--- config.mk ---
export PLATFORM = sky130hd
export DESIGN_NAME = spi_loader
export DESIGN_NICKNAME = d
export VERILOG_FILES = /design/src/rtl/tp_pkg.sv /design/src/rtl/spi_loader_sync2.sv /design/src/rtl/spi_loader.sv
export SDC_FILE = /design/constraint.sdc
export NUM_CORES = 1
export LEC_CHECK = 0
export BUFFER_PORTS_ARGS = -buffer_cell sky130_fd_sc_hd__clkbuf_2
export CAP_MARGIN = 10
export CORE_ASPECT_RATIO = 1.25
export CORE_MARGIN = 5
export CORE_UTILIZATION = 43
export DETAILED_ROUTE_END_ITERATION = 7
export PLACE_DENSITY = 0.72
export SYNTH_ARGS = -nofsm -noshare
export SYNTH_HDL_FRONTEND = slang
export SYNTH_SLANG_ARGS = --single-unit
export TNS_END_PERCENT = 30
--- constraint.sdc ---
create_clock -name clk -period 4.8 [get_ports clk]
set_input_delay 0.48 -clock clk [delete_from_list [all_inputs] [get_ports clk]]
set_output_delay 0.48 -clock clk [all_outputs]
set_load 0.05 [all_outputs]
--- src/rtl/tp_pkg.sv ---
// tp_pkg: shared defaults and loader state encoding for the SPI memory loader.
package tp_pkg;
    localparam int DEF_WORD_W  = 8;
    localparam int DEF_IADDR_W = 4;
    localparam int DEF_DADDR_W = 4;
    typedef enum logic [1:0] {IDLE, LOAD_I, LOAD_D, HOLD} state_t;
endpackage

--- src/rtl/spi_loader_sync2.sv ---
// sync2: two-flop synchronizer whose flops reset to a chosen value.
module sync2 #(
    parameter logic RST_VAL = 1'b1
) (
    input  logic clk,
    input  logic rst_n,
    input  logic d,
    output logic q
);
    logic m;
    always_ff @(posedge clk or negedge rst_n)
        if (!rst_n) {q, m} <= {RST_VAL, RST_VAL};
        else        {q, m} <= {m, d};
endmodule

--- src/rtl/spi_loader.sv ---
// spi_loader: shifts serial words into instruction or data memory while the processor is halted.
module spi_loader
    import tp_pkg::*;
#(
    parameter int WORD_W  = DEF_WORD_W,
    parameter int IADDR_W = DEF_IADDR_W,
    parameter int DADDR_W = DEF_DADDR_W
) (
    input  logic               clk,
    input  logic               rst_n,
    input  logic               proc_en,
    input  logic               csi_n,
    input  logic               csd_n,
    input  logic               mosi,
    output logic               imem_we,
    output logic [IADDR_W-1:0] imem_addr,
    output logic [WORD_W-1:0]  imem_wdata,
    output logic               dmem_we,
    output logic [DADDR_W-1:0] dmem_addr,
    output logic [WORD_W-1:0]  dmem_wdata,
    output logic               busy,
    output logic               done,
    output logic               err
);
    localparam int CW = $clog2(WORD_W);
    logic ci, cd, mi;
    state_t state, nxt;
    logic [WORD_W-1:0] sr;
    logic [CW-1:0] cnt;
    logic both, shift, word, start, ses_end, wrote, pend;
    sync2 #(.RST_VAL(1'b1)) u_ci (.clk(clk), .rst_n(rst_n), .d(csi_n), .q(ci));
    sync2 #(.RST_VAL(1'b1)) u_cd (.clk(clk), .rst_n(rst_n), .d(csd_n), .q(cd));
    sync2 #(.RST_VAL(1'b0)) u_mi (.clk(clk), .rst_n(rst_n), .d(mosi),  .q(mi));
    // Shifting is keyed on the next state so the first bit lands in the cycle the select is seen.
    always_comb begin
        both    = !ci && !cd;
        nxt     = state;
        if (proc_en)    nxt = IDLE;
        else if (both)  nxt = HOLD;
        else case (state)
            IDLE:    nxt = !ci ? LOAD_I : !cd ? LOAD_D : IDLE;
            LOAD_I:  nxt = ci ? IDLE : LOAD_I;
            LOAD_D:  nxt = cd ? IDLE : LOAD_D;
            default: nxt = (ci && cd) ? IDLE : HOLD;
        endcase
        shift   = nxt == LOAD_I || nxt == LOAD_D;
        word    = shift && cnt == CW'(WORD_W - 1);
        start   = state == IDLE && shift;
        ses_end = (state == LOAD_I || state == LOAD_D) && nxt == IDLE && !proc_en;
    end
    assign busy = state != IDLE;
    always_ff @(posedge clk or negedge rst_n) begin
        if (!rst_n) begin
            state      <= IDLE;
            sr         <= '0;
            cnt        <= '0;
            imem_we    <= 1'b0;
            dmem_we    <= 1'b0;
            imem_addr  <= '0;
            dmem_addr  <= '0;
            imem_wdata <= '0;
            dmem_wdata <= '0;
            wrote      <= 1'b0;
            pend       <= 1'b0;
            done       <= 1'b0;
            err        <= 1'b0;
        end else begin
            state   <= nxt;
            cnt     <= (shift && !word) ? cnt + 1'b1 : '0;
            if (shift) sr <= {sr[WORD_W-2:0], mi};
            imem_we <= word && nxt == LOAD_I;
            dmem_we <= word && nxt == LOAD_D;
            if (word && nxt == LOAD_I) imem_wdata <= {sr[WORD_W-2:0], mi};
            if (word && nxt == LOAD_D) dmem_wdata <= {sr[WORD_W-2:0], mi};
            if (start && nxt == LOAD_I) imem_addr <= '0;
            else if (imem_we)           imem_addr <= imem_addr + 1'b1;
            if (start && nxt == LOAD_D) dmem_addr <= '0;
            else if (dmem_we)           dmem_addr <= dmem_addr + 1'b1;
            err     <= err || both || (imem_we && &imem_addr) || (dmem_we && &dmem_addr);
            wrote   <= start ? 1'b0 : (wrote || imem_we || dmem_we);
            pend    <= ses_end && (wrote || imem_we || dmem_we);
            done    <= pend;
        end
    end
endmodule

Word-level counts from Yosys, hierarchy flattened
Index checks and enable logic that the tools add are counted.
{"block": "op_classes", "addsub": 3, "mul": 0, "div_mod_pow": 0, "magnitude_cmp": 0, "eq_ne": 5, "shifts": 0, "n_mux": 13, "bitwise_logic": 0, "reduce_logical": 32}
{"op": "$mux W4", "n": 4}
{"op": "$logic_and A1 B1 Y1", "n": 14}
{"op": "$mux W2", "n": 5}
{"op": "$add A4 B1 Y4 const B", "n": 2}
{"op": "$reduce_and A4 Y1", "n": 2}
{"op": "$logic_or A1 B1 Y1", "n": 7}
{"op": "$pmux W2 S3", "n": 1}
{"op": "$reduce_bool A2 Y1", "n": 3}
{"op": "$eq A2 B1 Y1 const B", "n": 2}
{"op": "$eq A2 B2 Y1 const B", "n": 2}
{"op": "$logic_not A1 Y1", "n": 4}
{"op": "$logic_not A2 Y1", "n": 2}
{"op": "$add A3 B1 Y3 const B", "n": 1}
{"op": "$eq A3 B3 Y1 const B", "n": 1}
{"op": "$mux W3", "n": 1}
{"op": "$mux W1", "n": 2}
{"block": "word_totals", "reg_bits": 48, "latch_bits": 0, "ram_bits": 0, "romBits": 0, "inputBits": 6, "output_inout_bits": 29, "elab_cells": 72, "mem_count": 0}

Logic depth before layout (Yosys ltp)
{"block": "logic_depth", "depth_word": 11, "mapped_depth": 8, "depth_no_buf": 7}

By module
Synthesis repeated with hierarchy kept, for this count alone.
{"block": "hier_totals", "cells_unflattened": 133, "hier_area_um2": 1898.1}
{"module": "spi_loader", "instances": 1, "cells_per_inst": 127, "area_each_um2": 1742.9, "seq_area_each_um2": 1051.0}
{"module": "sync2 (u_cd ...)", "instances": 2, "cells_per_inst": 2, "area_each_um2": 52.6, "seq_area_each_um2": 52.6}
{"module": "sync2 (u_mi)", "instances": 1, "cells_per_inst": 2, "area_each_um2": 50.0, "seq_area_each_um2": 50.0}

Worst setup path after synthesis
OpenSTA, ideal clock, no wires.
{"block": "synth_timing", "path_type": "reg-to-reg", "from": "register state[0]", "to": "register sr[1]", "setup_time_ps": 125, "arrival_time_ps": 2046, "t_required_ps": 4675, "setup_slack_ps": 2630, "path_stages_with_launch": 9, "path_buffers": 2, "synth_period_minus_slack_ps": 2170, "cell_sequence": "dfrtp_1 > inv_1 > ha_1 > clkbuf_1 > nor3b_1 > a211o_1 > ha_1 > buf_2 > mux2_2"}
{"block": "synth_between", "elab_chain_len": 6, "elab_cells_between_ends": 9, "classes_between": "eq/ne (4); mux (3); reduce/logical (2)"}
{"element": "from (decl)", "line": "spi_loader.sv:27", "text": "state_t state, nxt;"}
{"element": "from (signal assigned)", "line": "spi_loader.sv:68", "text": "state <= nxt;"}
{"element": "$eq A2 B2 Y1 (tied with other cells)", "line": "spi_loader.sv:40", "text": "else case (state)"}
{"element": "$pmux W2 S3 (*)", "line": "spi_loader.sv:40"}
{"element": "$mux W2 (*)", "line": "spi_loader.sv:39", "text": "else if (both) nxt = HOLD;"}
{"element": "$mux W2 (*)", "line": "spi_loader.sv:38", "text": "if (proc_en) nxt = IDLE;"}
{"element": "$eq A2 B1 Y1 / $eq A2 B2 Y1 (equally long branches)", "line": "spi_loader.sv:46", "text": "shift = nxt == LOAD_I || nxt == LOAD_D;"}
{"element": "$logic_or A1 B1 Y1 (*)", "line": "spi_loader.sv:46"}
{"element": "to (signal assigned)", "line": "spi_loader.sv:70", "text": "if (shift) sr <= {sr[WORD_W-2:0], mi};"}
{"element": "to (decl)", "line": "spi_loader.sv:28", "text": "logic [WORD_W-1:0] sr;"}
Every way passes the cells marked *; elsewhere a longest branch is shown, timed or not.
A chain may end at the register's enable or synchronous reset.

Worst setup path after layout
{"block": "layout_timing", "from": "register state[0]", "to": "register imem_wdata[2]"}
{"block": "layout_between", "elab_chain_len": 8, "elab_cells_between_ends": 11, "classes_between": "eq/ne (4); mux (3); reduce/logical (4)"}
{"element": "$eq A2 B2 Y1 (tied with other cells)", "line": "spi_loader.sv:40"}
{"element": "$pmux W2 S3 (*)", "line": "spi_loader.sv:40"}
{"element": "$mux W2 (*)", "line": "spi_loader.sv:39"}
{"element": "$mux W2 (*)", "line": "spi_loader.sv:38"}
{"element": "$eq A2 B1 Y1 / $eq A2 B2 Y1 (equally long branches)", "line": "spi_loader.sv:46, spi_loader.sv:73"}
{"element": "$logic_or A1 B1 Y1", "line": "spi_loader.sv:46"}
{"element": "$logic_and A1 B1 Y1", "line": "spi_loader.sv:47", "text": "word = shift && cnt == CW'(WORD_W - 1);"}
{"element": "$logic_and A1 B1 Y1 (*)", "line": "spi_loader.sv:73", "text": "if (word && nxt == LOAD_I) imem_wdata <= {sr[WORD_W-2:0], mi};"}
{"element": "to (signal assigned)", "line": "spi_loader.sv:73"}
{"element": "to (decl)", "line": "spi_loader.sv:17", "text": "output logic [WORD_W-1:0] imem_wdata,"}
Marked as above.

==> metrics.cfg <==
[outcome]
status = completed

[sta]
grt_setup_unrepaired = false
finalCritPeriodShare_pct = 53.8
fin_hold_ws_ns = 0.256
timing_worst_slew_pin_value_ns = 0.576
achievable-frequency_mhz = 387
period_needed_ns = 2.58
setup_ws_ns = 2.22
final-max-slew-violation-count = 0
setup_viol_count_final = 0
finClkSkew_ns = 0.00501
fin_setup_tns_ns = 0
report.final.hold_viol_count = 0
max-slew-margin-rel_pct = 61.6

[layout]
num_antenna_cells = 0
utilization_pct = 52.2
stdcell_area_um2 = 2280
layout.nets = 189
layout-drive-gt1-share_pct = 40.8
layoutNonFillerInstCount = 232
area_delta_synth_final_pct = 19.0

[global_route]
use_met2_pct = 21.8
wire_length_of_the_first_global_routing_pass_um = 5760
grt.total_usage_pct = 12.5
largest_net_degree_at_the_start_of_global_routing = 49
first_global_vias = 1233
groute.layer.met3.usage_pct = 4.55
grt.met1_usage_pct = 14.0
antenna_found_initial = 0
globalRouteOverflowTotal = 0
grt_busiest_layer = met2

[min_path]
worstHoldPathType = input pin to asynchronous set/reset pin

[synthesis]
post_synth_num_cell_types = 26
count_of_flip_flops_with_a_built_in_enable_after_synthesis = 0
synth.largest_area_cell = sky130_fd_sc_hd__dfrtp_1
ys.warnings.count = 0
netlist.area_leader.share_pct = 57.6
netlist_area_um2 = 1910
synthesized_instance_count = 135
synth-async-reset-ratio_pct = 100
syn-num-nets = 151
synth_seq_cells = 48
syn-mean-instance-area_um2 = 14.2
synth_top_cells_by_area = sky130_fd_sc_hd__dfrtp_1 58%, sky130_fd_sc_hd__mux2_2 14%, sky130_fd_sc_hd__ha_1 6.5%
synth_flop_cell = sky130_fd_sc_hd__dfrtp_1
seq_area_frac_synth_pct = 63.1

[setup_path]
arrival_ns = 2.77
critPathCaptureType = flop
worst-r2r-setup-slack_ns = 2.22
r2r.worst_path.cells = 7
worstSetupPathType = flop to flop
worst_r2r_startpoint = state[0]$_DFF_PN0_
critical_path.startpoint_type = flop
timing.critical_path.fanout_max = 14
critical_path.reg2reg.endpoint = imem_wdata[2]$_DFFE_PN0P_
timing.critical_path.required_ns = 4.98

[pwr]
post-layout-total-power_mw = 0.952
power.density_nw_per_um2 = 418
irDropWorstVdd_mv = 0.228
p_leak_nw = 1.19

[route]
route.vias.total = 1135
drtPass1Iterations = 4
drc = 0
routed_wl_um = 3360
wire_per_inst_um = 14.5
vias_per_cell = 4.89
drt_first_iter_violations = 21
antenna_violating_nets_post_route = 0

[clock_network]
h-tree-depth = 2
clockRootBuffer = sky130_fd_sc_hd__clkbuf_8
ctsResizeCount = 0
cts_made_buffers = 5
clkSlewWorstSetupHoldPaths_ns = 0.08
cts.sinks = 48
clock_tree_from_tritoncts = built
worstSkewPairLatency_ns = 0.30
clockBufferDepth = 2
ctsHoldBuffers = 0
post_cts.repair.setup_buffers = 0

[placement]
place.detailed.hpwl_um = 2460
detailed_place.area_um2 = 2140
gp_routability_congestion = 0.716
port_buffers = 34
pre_cts_slack_ns = 2.19
dp.cells = 224

[run]
max_cap_viol_count = 0

[floorplanning]
die-height_um = 84.6
placementRows = 27
dieArea_um2 = 5890
start_util_pct = 43.9
boundaryPins = 35
die_w_um = 69.6
core-area_um2 = 4360

==> Yosys cell counts (3+ instances only) <==
| cell type | instances |
|---|---|
| sky130_fd_sc_hd__dfrtp_1 | 44 |
| sky130_fd_sc_hd__mux2_2 | 23 |
| sky130_fd_sc_hd__ha_1 | 10 |
| sky130_fd_sc_hd__nor2_1 | 7 |
| sky130_fd_sc_hd__a21oi_1 | 5 |
| sky130_fd_sc_hd__inv_1 | 5 |
| sky130_fd_sc_hd__dfstp_2 | 4 |
| sky130_fd_sc_hd__nand2_1 | 4 |
| sky130_fd_sc_hd__nand4_1 | 4 |
| sky130_fd_sc_hd__xor2_1 | 4 |
| sky130_fd_sc_hd__buf_2 | 3 |
==> where the power goes <==
group | switching, mW | internal (mW) | total [mW]
combinational | 0.0796 | 0.0488 | 0.128
clock | 0.126 | 0.208 | 0.334
sequential | 0.0415 | 0.448 | 0.490
==> cell families after synthesis <==
| group | Yosys count | share of synthesized area [%] |
|---|---|---|
| multiplexers | 25 | 14.6 |
| buffers and inverters | 9 | 1.96 |
| AO/OA/AOI/OAI | 8 | 2.42 |
| flip-flops | 48 | 63.1 |
| adder cells (fa/ha/maj) | 10 | 6.54 |
| AND/OR/NAND/NOR | 29 | 8.64 |
| XOR/XNOR | 6 | 2.75 |
==> metal layers <==
| layer | vias up | part of all wire, % | wire length [µm] |
|---|---|---|---|
| li1 | 535 | - | - |
| met1 | 564 | 42 | 1400 |
| met5 | - | 0 | 0 |
| met4 | 0 | 1.6 | 55 |
| met3 | 5 | 5.1 | 172 |
| met2 | 31 | 51 | 1730 |
==> sequential cells by signal, indices dropped and copies added (netlist names), 2 cells and up <==
name	count
imem_addr	4
state	2
dmem_addr	4
imem_wdata	8
cnt	3
sr	7
dmem_wdata	8
==> worst max-delay path, cell delays in order (launching register included) <==
cell	delay, ns
sky130_fd_sc_hd__dfrtp_1	0.40
sky130_fd_sc_hd__inv_1	0.09
sky130_fd_sc_hd__ha_1	0.30
sky130_fd_sc_hd__nor3b_1	0.11
sky130_fd_sc_hd__a211o_1	0.31
sky130_fd_sc_hd__ha_1	0.58
sky130_fd_sc_hd__nand3_2	0.32
sky130_fd_sc_hd__mux2_2	0.36
==> cells in the final DEF (no fill, tap or decap) <==
cell	count
sky130_fd_sc_hd__a211o_1	1
sky130_fd_sc_hd__a211oi_1	1
sky130_fd_sc_hd__a21oi_1	5
sky130_fd_sc_hd__and2_1	1
sky130_fd_sc_hd__and3_1	1
sky130_fd_sc_hd__and3b_1	2
sky130_fd_sc_hd__buf_4	1
sky130_fd_sc_hd__bufinv_16	2
sky130_fd_sc_hd__clkbuf_1	1
sky130_fd_sc_hd__clkbuf_2	34
sky130_fd_sc_hd__clkbuf_8	5
sky130_fd_sc_hd__dfrtp_1	44
sky130_fd_sc_hd__dfstp_2	4
sky130_fd_sc_hd__ha_1	10
sky130_fd_sc_hd__inv_1	5
sky130_fd_sc_hd__mux2_2	23
sky130_fd_sc_hd__mux2i_1	2
sky130_fd_sc_hd__nand2_1	4
sky130_fd_sc_hd__nand2b_1	1
sky130_fd_sc_hd__nand3_1	1
sky130_fd_sc_hd__nand3_2	2
sky130_fd_sc_hd__nand4_1	4
sky130_fd_sc_hd__nor2_1	7
sky130_fd_sc_hd__nor2b_1	2
sky130_fd_sc_hd__nor3_1	2
sky130_fd_sc_hd__nor3b_1	2
sky130_fd_sc_hd__o21ai_0	1
sky130_fd_sc_hd__xnor2_1	2
sky130_fd_sc_hd__xor2_1	4
==> final cells by class <==
type,count,area (µm²)
Clock buffer,6,72.6
Clock inverter,2,60.1
Fill cell,380,2080
Inverter,5,18.8
Multi-Input combinational cell,78,668
Sequential cell,48,1210
Tap cell,58,72.6
Timing Repair Buffer,35,178
==> worst max path at each step <==
stage,slack [ns],endpoint,from
after CTS,2.18,imem_wdata[2]$_DFFE_PN0P_,state[0]$_DFF_PN0_
after global routing,2.04,imem_wdata[2]$_DFFE_PN0P_,state[0]$_DFF_PN0_
after floorplan,2.63,sr[1]$_DFFE_PN0N_,state[0]$_DFF_PN0_
after detailed placement,2.19,imem_wdata[2]$_DFFE_PN0P_,state[0]$_DFF_PN0_
after global placement,2.34,imem_wdata[5]$_DFFE_PN0P_,state[0]$_DFF_PN0_
final,2.22,imem_wdata[2]$_DFFE_PN0P_,state[0]$_DFF_PN0_
Note: power is estimated with default switching activity, not from simulation.
